===== config.mk =====
export PLATFORM = sky130hd
export DESIGN_NAME = mux_path_scheduler_flat
export DESIGN_NICKNAME = d
export VERILOG_FILES = /design/src/rtl/mux_path_scheduler_if.sv /design/src/rtl/mux_path_scheduler.sv /design/src/flat_wrapper.sv
export SDC_FILE = /design/constraint.sdc
export NUM_CORES = 1
export LEC_CHECK = 0
export BUFFER_PORTS_ARGS = -buffer_cell sky130_fd_sc_hd__buf_2
export CORE_UTILIZATION = 45
export DETAILED_ROUTE_END_ITERATION = 7
export PLACE_DENSITY = 0.7
export SLEW_MARGIN = 20
export SYNTH_ARGS = -nofsm -noshare
export SYNTH_HDL_FRONTEND = slang
export SYNTH_SLANG_ARGS = --single-unit

===== constraint.sdc =====
create_clock -name clk -period 5 [get_ports clk]
set_clock_uncertainty 0.15 [all_clocks]
set_input_delay 1.5 -clock clk [delete_from_list [all_inputs] [get_ports clk]]
set_output_delay 1.5 -clock clk [all_outputs]
set_load 0.02 [all_outputs]

===== src/rtl/mux_path_scheduler_if.sv =====
// ---------------------------------------------------------------------------
// mux_path_scheduler_if
// Bundle between the requester side and the mux/demux path scheduler.
//   enable     : scheduler run enable                       (master -> slave)
//   req[7:0]   : per-requester path request                 (master -> slave)
//   dest[15:0] : 2-bit demux destination per requester      (master -> slave)
//   dwell      : hold length in cycles, 0 behaves as 1      (master -> slave)
//   s_mux      : registered mux select                      (slave -> master)
//   s_demux    : registered demux select                    (slave -> master)
//   grant[7:0] : one-hot grant, 0 when idle                 (slave -> master)
//   path_valid : path settled and owned                     (slave -> master)
// ---------------------------------------------------------------------------
interface mux_path_scheduler_if #(
    parameter int DWELL_W = 16
);
    logic               enable;
    logic [7:0]         req;
    logic [15:0]        dest;
    logic [DWELL_W-1:0] dwell;
    logic [2:0]         s_mux;
    logic [1:0]         s_demux;
    logic [7:0]         grant;
    logic               path_valid;

    modport master (
        output enable, req, dest, dwell,
        input  s_mux, s_demux, grant, path_valid
    );

    modport slave (
        input  enable, req, dest, dwell,
        output s_mux, s_demux, grant, path_valid
    );
endinterface


===== src/rtl/mux_path_scheduler.sv =====
// ---------------------------------------------------------------------------
// mux_path_scheduler
// Round-robin owner of the 8:1 mux / 1:4 demux test path. One requester at a
// time gets the path for a sampled dwell; every select change is followed by
// a guard interval with path_valid low (break-before-make).
// Ports:
//   clk     : system clock, rising edge
//   reset_n : asynchronous active-low reset
//   bus     : mux_path_scheduler_if.slave (enable/req/dest/dwell in,
//             s_mux/s_demux/grant/path_valid out)
// ---------------------------------------------------------------------------
module mux_path_scheduler #(
    parameter int DWELL_W   = 16,
    parameter int GUARD_CYC = 1
) (
    input  logic                 clk,
    input  logic                 reset_n,
    mux_path_scheduler_if.slave  bus
);
    localparam int GW = (GUARD_CYC < 2) ? 1 : $clog2(GUARD_CYC + 1);

    typedef enum logic [1:0] {
        S_IDLE  = 2'd0,
        S_GUARD = 2'd1,
        S_HOLD  = 2'd2
    } state_t;

    state_t             r_state,     w_state_next;
    logic [2:0]         r_last,      w_last_next;
    logic [2:0]         r_s_mux,     w_s_mux_next;
    logic [1:0]         r_s_demux,   w_s_demux_next;
    logic [7:0]         r_grant,     w_grant_next;
    logic [DWELL_W-1:0] r_dwell_cnt, w_dwell_next;
    logic [GW-1:0]      r_guard_cnt, w_guard_next;

    // Arbitration. At the end of a hold the pointer that applies is the
    // current winner (it becomes 'last' on that same edge), so the search
    // base is taken from s_mux while in HOLD and from r_last otherwise.
    logic [2:0]         w_base;
    logic [2:0]         w_cand [8];
    logic [7:0]         w_cand_req;
    logic               w_found;
    logic [2:0]         w_winner;
    logic [1:0]         w_dest_sel;
    logic [DWELL_W-1:0] w_dwell_load;
    logic               w_arb;

    assign w_base = (r_state == S_HOLD) ? r_s_mux : r_last;

    // Candidate gi is the (gi+1)-th requester after the base, wrapping mod 8;
    // the last candidate is the base itself.
    genvar gi;
    generate
        for (gi = 0; gi < 8; gi++) begin : g_cand
            assign w_cand[gi]     = w_base + 3'(gi + 1);
            assign w_cand_req[gi] = bus.req[w_cand[gi]];
        end
    endgenerate

    always_comb begin
        w_found  = |w_cand_req;
        w_winner = w_cand[0];
        // Walk from farthest to nearest so the nearest set request wins.
        for (int k = 7; k >= 0; k--) begin
            if (w_cand_req[k]) begin
                w_winner = w_cand[k];
            end
        end
    end

    assign w_dest_sel   = bus.dest[{w_winner, 1'b0} +: 2];
    assign w_dwell_load = (bus.dwell == '0) ? DWELL_W'(1) : bus.dwell;

    // Next-state and next-register logic.
    always_comb begin
        w_state_next   = r_state;
        w_last_next    = r_last;
        w_s_mux_next   = r_s_mux;
        w_s_demux_next = r_s_demux;
        w_grant_next   = r_grant;
        w_dwell_next   = r_dwell_cnt;
        w_guard_next   = r_guard_cnt;
        w_arb          = 1'b0;

        case (r_state)
            S_IDLE: begin
                w_grant_next = '0;
                if (bus.enable && w_found) begin
                    w_arb = 1'b1;
                end
            end
            S_GUARD: begin
                // Abandoned before the path was ever owned: pointer untouched.
                if (!bus.enable || !bus.req[r_s_mux]) begin
                    w_state_next = S_IDLE;
                    w_grant_next = '0;
                end else if (r_guard_cnt <= GW'(1)) begin
                    w_state_next = S_HOLD;
                end else begin
                    w_guard_next = r_guard_cnt - GW'(1);
                end
            end
            S_HOLD: begin
                if (!bus.enable) begin
                    w_state_next = S_IDLE;
                    w_grant_next = '0;
                    w_last_next  = r_s_mux;
                end else if (!bus.req[r_s_mux] || r_dwell_cnt <= DWELL_W'(1)) begin
                    w_last_next = r_s_mux;
                    if (w_found) begin
                        w_arb = 1'b1;
                    end else begin
                        w_state_next = S_IDLE;
                        w_grant_next = '0;
                    end
                end else begin
                    w_dwell_next = r_dwell_cnt - DWELL_W'(1);
                end
            end
            default: begin
                w_state_next = S_IDLE;
                w_grant_next = '0;
            end
        endcase

        // A win always passes through GUARD, even when the same requester
        // wins again, so path_valid drops for at least GUARD_CYC cycles.
        if (w_arb) begin
            w_state_next   = S_GUARD;
            w_s_mux_next   = w_winner;
            w_s_demux_next = w_dest_sel;
            w_grant_next   = 8'(8'd1 << w_winner);
            w_dwell_next   = w_dwell_load;
            w_guard_next   = GW'(GUARD_CYC);
        end
    end

    always_ff @(posedge clk or negedge reset_n) begin
        if (!reset_n) begin
            r_state     <= S_IDLE;
            r_last      <= 3'd7;
            r_s_mux     <= '0;
            r_s_demux   <= '0;
            r_grant     <= '0;
            r_dwell_cnt <= '0;
            r_guard_cnt <= '0;
        end else begin
            r_state     <= w_state_next;
            r_last      <= w_last_next;
            r_s_mux     <= w_s_mux_next;
            r_s_demux   <= w_s_demux_next;
            r_grant     <= w_grant_next;
            r_dwell_cnt <= w_dwell_next;
            r_guard_cnt <= w_guard_next;
        end
    end

    assign bus.s_mux      = r_s_mux;
    assign bus.s_demux    = r_s_demux;
    assign bus.grant      = r_grant;
    assign bus.path_valid = (r_state == S_HOLD);
endmodule


===== src/flat_wrapper.sv =====
// flat-port wrapper written by rule: the top's interface ports become plain ports
module mux_path_scheduler_flat 
#(
    parameter int DWELL_W   = 16,
    parameter int GUARD_CYC = 1
)
  (clk, reset_n, bus_enable, bus_req, bus_dest, bus_dwell, bus_s_mux, bus_s_demux, bus_grant, bus_path_valid);
  mux_path_scheduler_if #(.DWELL_W(DWELL_W)) bus_i ();
  input  logic clk;
  input  logic reset_n;
  input wire logic [$bits(bus_i.enable)-1:0] bus_enable;
  input wire logic [$bits(bus_i.req)-1:0] bus_req;
  input wire logic [$bits(bus_i.dest)-1:0] bus_dest;
  input wire logic [$bits(bus_i.dwell)-1:0] bus_dwell;
  output wire logic [$bits(bus_i.s_mux)-1:0] bus_s_mux;
  output wire logic [$bits(bus_i.s_demux)-1:0] bus_s_demux;
  output wire logic [$bits(bus_i.grant)-1:0] bus_grant;
  output wire logic [$bits(bus_i.path_valid)-1:0] bus_path_valid;
  assign bus_i.enable = bus_enable;
  assign bus_i.req = bus_req;
  assign bus_i.dest = bus_dest;
  assign bus_i.dwell = bus_dwell;
  assign bus_s_mux = bus_i.s_mux;
  assign bus_s_demux = bus_i.s_demux;
  assign bus_grant = bus_i.grant;
  assign bus_path_valid = bus_i.path_valid;
  mux_path_scheduler #(.DWELL_W(DWELL_W), .GUARD_CYC(GUARD_CYC)) u_core (.clk(clk), .reset_n(reset_n), .bus(bus_i));
endmodule

Yosys cells after proc, flatten, opt, wreduce, memory -nomap -nowiden
Cells that the tools add are included.

word-level totals
  bits in registers = 35
  bits in latches = 0
  memory bits (writable) = 0
  bits in read-only memories = 0
  bits of input ports = 43
  output and inout port bits = 14
  word-level logic and storage cells = 112
  memories = 0

operators by class
  $add $sub $neg = 9
  $mul = 0
  divide/modulo/power cells = 0
  order comparisons = 11
  equality and inequality tests = 11
  shift-type cells = 2
  multiplexer cells = 56
  bitwise gates (word level) = 0
  reduce and logical (&&, ||, !) cells = 16

operators by type and width
  kind                     number
  $mux W16                 5
  $mux W8                  5
  $lt A3 B4 Y1 const B     9
  $mux W3                  11
  $bmux W1 S3              9
  $mux W1                  17
  $le A16 B1 Y1 const B    1
  $logic_not A16 Y1        1
  $pmux W8 S2              1
  $shiftx A16 B5 Y2        1
  $sub A16 B1 Y16 const B  1
  $add A3 B3 Y3 const B    4
  $mux W2                  6
  $ne A2 B1 Y1 const B     5
  $reduce_and A3 Y1        3
  $reduce_or A8 Y1         1
  $shl A1 B3 Y8 const A    1
  $add A3 B2 Y3 const B    2
  $pmux W2 S3              1
  $reduce_bool A2 Y1       3
  $ne A4 B1 Y1 const B     1
  $ne A4 B2 Y1 const B     1
  $ne A4 B4 Y1 const B     1
  $reduce_and A4 Y1        1
  12 further kinds         14

Longest topological paths before layout
  depth in word-level cells = 14
  gate-level depth with buffers = 16

Worst setup path after synthesis
OpenSTA, ideal clock, no wires.

  path type = in2reg
  start = input port bus_req[6]
  end = register u_core.r_s_mux[0] (netlist: u_core.bus.s_mux[0])
  arrival = 3.831 ns
  setup slack = 0.894 ns
  stages = 9
  path buffers = 2
  cells stage by stage = clkbuf_1 > o211ai_1 > o2111a_1 > or4_1 > and4_1 > a311o_1 > clkbuf_1 > nor2_2 > mux2_2

between the ends
  longest elaborated chain between the ends = 10

RTL lines
  element                        RTL line                   RTL
  start, declared                flat_wrapper.sv:12         input wire logic [$bits(bus_i.req)-1:0] bus_req;
  $bmux W1 S3                    mux_path_scheduler.sv:56   assign w_cand_req[gi] = bus.req[w_cand[gi]];
  $mux W1 (implied by the code)  mux_path_scheduler.sv:56
  $mux W3 (8 in a row)           mux_path_scheduler.sv:65   if (w_cand_req[k]) begin
  end signal, assigned           mux_path_scheduler.sv:150  r_s_mux <= w_s_mux_next;
  end, declared                  mux_path_scheduler.sv:30   logic [2:0] r_s_mux, w_s_mux_next;

Parallel ways exist; a longest one is shown, timed or not. The select of a mux whose other input is x is not followed.
A chain may end at the register's enable or synchronous reset.

Worst setup path after layout
  start = register u_core.r_state[0]
  end = register u_core.r_s_demux[1] (netlist: u_core.bus.s_demux[1])

between the ends
  longest elaborated chain between the ends = 13

RTL lines
  element                                                          RTL line                                            RTL
  start, declared                                                  mux_path_scheduler.sv:28                            state_t r_state, w_state_next;
  start signal, assigned                                           mux_path_scheduler.sv:148                           r_state <= w_state_next;
  $eq A2 B2 Y1                                                     mux_path_scheduler.sv:48, mux_path_scheduler.sv:85
  $mux W3                                                          mux_path_scheduler.sv:48                            assign w_base = (r_state == S_HOLD) ? r_s_mux : r_last;
  $add A3 B3 Y3 / $bmux W1 S3 (equally long branches)              mux_path_scheduler.sv:55, mux_path_scheduler.sv:56
  $bmux W1 S3 / $mux W1 (equally long branches)                    mux_path_scheduler.sv:56
  $mux W1 (implied by the code) / $mux W3 (equally long branches)  mux_path_scheduler.sv:56, mux_path_scheduler.sv:65
  $mux W3 (7 in a row)                                             mux_path_scheduler.sv:65
  $shiftx A16 B5 Y2                                                mux_path_scheduler.sv:71                            assign w_dest_sel = bus.dest[{w_winner, 1'b0} +: 2];
  end signal, assigned                                             mux_path_scheduler.sv:151                           r_s_demux <= w_s_demux_next;
  end, declared                                                    mux_path_scheduler.sv:31                            logic [1:0] r_s_demux, w_s_demux_next;

Parallel ways exist; a longest one is shown, timed or not. The select of a mux whose other input is x is not followed.

==> summary.log <==
INFO  run_status     status=complete, no violations
INFO  synthesis      mappedNetlistArea=3150um2
INFO  placed_design  gp_routability_congestion=0.949
INFO  drt            initial_drt_markers=252
INFO  synthesis      share_of_async_settable_or_async_resettable_flops_after_synthesis=100%
INFO  clocking       clock_sink_count=34
INFO  drt            vias=3340
INFO  worst_setup_path critPathLaunch=u_core.r_state[0]
INFO  min_path       min_delay_path_depth=2
INFO  pwr            total_leakage_power=1.53nW
INFO  worst_setup_path critPathKind=flip-flop to flip-flop
INFO  clocking       cts-htree-levels=2
INFO  pwr            p_per_area=768nW/um2
INFO  worst_setup_path critPathSlowestCell=a21oi_1
INFO  floorplanning  core=6790um2
INFO  synthesis      number_of_synthesized_flops_with_an_enable_pin=0
INFO  timing         finalMaxSlewViolations=0
INFO  clocking       cts_inserted_buffers=5
INFO  worst_setup_path critical_path_arrival=4400ps
INFO  global_routing via_count_of_the_first_global_routing_pass=3130
INFO  synthesis      synthTopCellsByArea=dfrtp_1, o21ai_0, nor2_1
INFO  worst_setup_path worst_setup_path_end_kind=flip-flop
INFO  floorplanning  pin_count=57
INFO  global_routing globalRouteMet3Util=4.52%
INFO  final_layout   mostFrequentLayoutCell=buf_2
INFO  floorplanning  rows=30
INFO  clocking       tritoncts_clock_tree=built
INFO  final_layout   final_nets=484
INFO  final_layout   layout.cells.most_common_list=buf_2, nor2_1, o21ai_0
INFO  floorplanning  floorplan.die_area=7350um2
INFO  global_routing antenna_found_initial=0
INFO  global_routing groute.layer.met2.usage=40.0%
INFO  drt            drt_drc_violations_left=0
INFO  timing         worst_slew_pin_slew=1150ps
INFO  synthesis      synthDominantCellAreaShare=24.6%
INFO  synthesis      post-synth-top-area-cell=dfrtp_1
INFO  worst_setup_path cpPeakStageDelay=960ps
INFO  synthesis      ys_types=70
INFO  global_routing met1_usage=35.1%
INFO  final_layout   final_layout_size_suffix_gt1_share=21.0%
INFO  global_routing gr_util_all_layers=25.3%
INFO  timing         rsz0062_at_grt=no
INFO  worst_setup_path origin_of_the_critical_flop_to_flop_path=u_core.r_state[0]
INFO  floorplanning  die_w=85.7um
INFO  final_layout   area_growth_syn_to_layout=12.9%
INFO  global_routing grt_first_pass_wirelength=14900um
INFO  global_routing maximum_number_of_pins_on_one_net_before_global_route_repair=38
INFO  floorplanning  die-height=85.7um
INFO  timing         fin_setup_tns=0ps
INFO  clocking       path_clk_slew=70ps
INFO  pwr            vdd.ir_drop.worst=0.386mV
INFO  synthesis      synth.ff_latch_count=34
INFO  worst_setup_path timing.critical_path.from_type=flip-flop
INFO  drt            detail_route.wl_per_cell=16.7um
INFO  worst_setup_path critical_path_peak_fanout=12
INFO  synthesis      syn_avg_cell_area=8.00um2
INFO  global_routing overflow=0
INFO  drt            final_antenna_net_count=0
INFO  clocking       cts.root.buffer_cell=clkbuf_8
INFO  drt            routed_wl=8960um
INFO  synthesis      yosys_warnings=0
INFO  synthesis      synthCells=394
INFO  clocking       clock_latency_on_the_worst_skew_pair=290ps
INFO  placed_design  port_buffers=56
INFO  timing         max_freq=230MHz
INFO  clocking       postCtsSetupBuffers=0
INFO  timing         layout_worst_path_cycle_share=87.0%
INFO  flow_run       max_cap_viol_count=0
INFO  synthesis      synth-seq-area-share=27.1%
INFO  drt            drt-vias-per-instance=6.24
INFO  min_path       hold_class=flip-flop to flip-flop
INFO  clocking       post_cts.resized_instances=0
INFO  worst_setup_path critPathRequiredTime=5050ps
INFO  clocking       hold_buffers=0
INFO  global_routing grt-busiest-layer=met2
INFO  synthesis      synthFlopType=dfrtp_1
INFO  worst_setup_path worst-r2r-cell-count=9
INFO  floorplanning  start_util=46.4%
INFO  final_layout   antennaDiodeCount=0
INFO  timing         finalSetupViolCount=0
INFO  min_path       hp-start=u_core.bus.grant[5]
INFO  pwr            total_power=0.00273W
INFO  timing         report.final.hold_viol_count=0
INFO  final_layout   fin_util=52.4%
INFO  clocking       cts.path.max_buffers=2
INFO  drt            dr.pass1.iters=4
INFO  worst_setup_path worstPathCellList=nand2b_2, a21oi_1, nor2_1, o31ai_1, nand2_1, o21a_1, o211ai_1, mux2_2, o221ai_1
INFO  timing         finalWorstPathRequiredPeriod=4350ps
INFO  placed_design  detailed_place_hpwl=6700um
INFO  synthesis      post_synthesis_net_count=440
INFO  timing         slew-limit-headroom=23.4%
-- stage by stage --
step	instance area [um2]	worst slack (ps)	std cells	hold slack (ps)
5_1_grt	3560	538	535	366
3_3_place_gp	3480	640	527	322
3_5_place_dp	3480	607	527	319
4_1_cts	3560	788	535	339
2_1_floorplan	3150	894	394	313
6_report	3560	650	535	337
-- Yosys cell counts, types with 3 or more instances --
cell type / count
nand4_1: 3
o211a_1: 3
a22o_1: 3
mux2i_1: 16
or3_1: 5
nor3_1: 15
nand3_1: 5
mux2_2: 6
dfrtp_1: 31
a211oi_1: 12
inv_1: 20
buf_2: 5
xnor2_1: 3
o211ai_1: 11
a2111oi_0: 4
nand3b_1: 3
a31oi_1: 4
a22oi_1: 6
a21oi_1: 30
o2bb2ai_1: 3
ha_1: 3
nor4_1: 9
o221ai_1: 3
nand2_1: 24
dfstp_2: 3
mux4_2: 4
clkbuf_1: 16
o21ai_0: 40
and2_1: 3
nor2_1: 46
-- where the power goes --
part           switching (W)  internal [W]
registers           0.000120      0.000388
clock network      0.0000936     0.0000988
logic                0.00121      0.000829
total                0.00142       0.00132
-- worst max-delay path, delay by kind of cell, from the launching register on --
kind | cells | cell delay [ps]
AND/OR/NAND/NOR | 3 | 570
multiplexers | 1 | 400
flip-flops | 1 | 440
AO/OA/AOI/OAI | 5 | 2700
-- final cells by class --
| class | instances | area [um2] |
|---|---|---|
| clock buffer | 8 | 80.1 |
| fill | 656 | 3230 |
| inverter | 22 | 82.6 |
| multi-input combinational | 312 | 2090 |
| sequential | 34 | 855 |
| tap | 96 | 120 |
| timing repair buffer | 63 | 333 |
-- final timing paths --
kind | end | slack [ps]
setup / recovery | u_core.bus.s_demux[1] | 650
hold / removal | u_core.bus.grant[5] | 340
setup reg to reg | u_core.bus.s_demux[1] | 650
hold reg to reg | u_core.bus.grant[5] | 340
max in group asynchronous | u_core.r_state[1] | 3090
min in group asynchronous | u_core.bus.s_mux[1] | 1130
-- registers in the layout, indices dropped and copies added, names as in the netlist --
signal	count
u_core.bus.grant	8
u_core.r_state	2
u_core.bus.s_demux	2
u_core.bus.s_mux	3
u_core.r_dwell_cnt	16
u_core.r_last	3
-- per-layer routing --
layer	share of wire, %	vias up
met1	46	1577
li1	-	1606
met2	46	140
met3	6.3	17
met5	0	-
met4	1.6	0
-- cells by family (layout without fill, tap and decap cells) --
logic type	Yosys count	after routing	share of synthesized area, %
AO/OA/AOI/OAI	150	150	32.8
AND/OR/NAND/NOR	127	127	19.7
buffers and inverters	48	93	6.63
flip-flops	34	34	27.1
multiplexers	29	29	11.8
adder cells (fa/ha/maj)	3	3	1.19
XOR/XNOR	3	3	0.833
No activity file was read; power rests on OpenSTA's default activity.
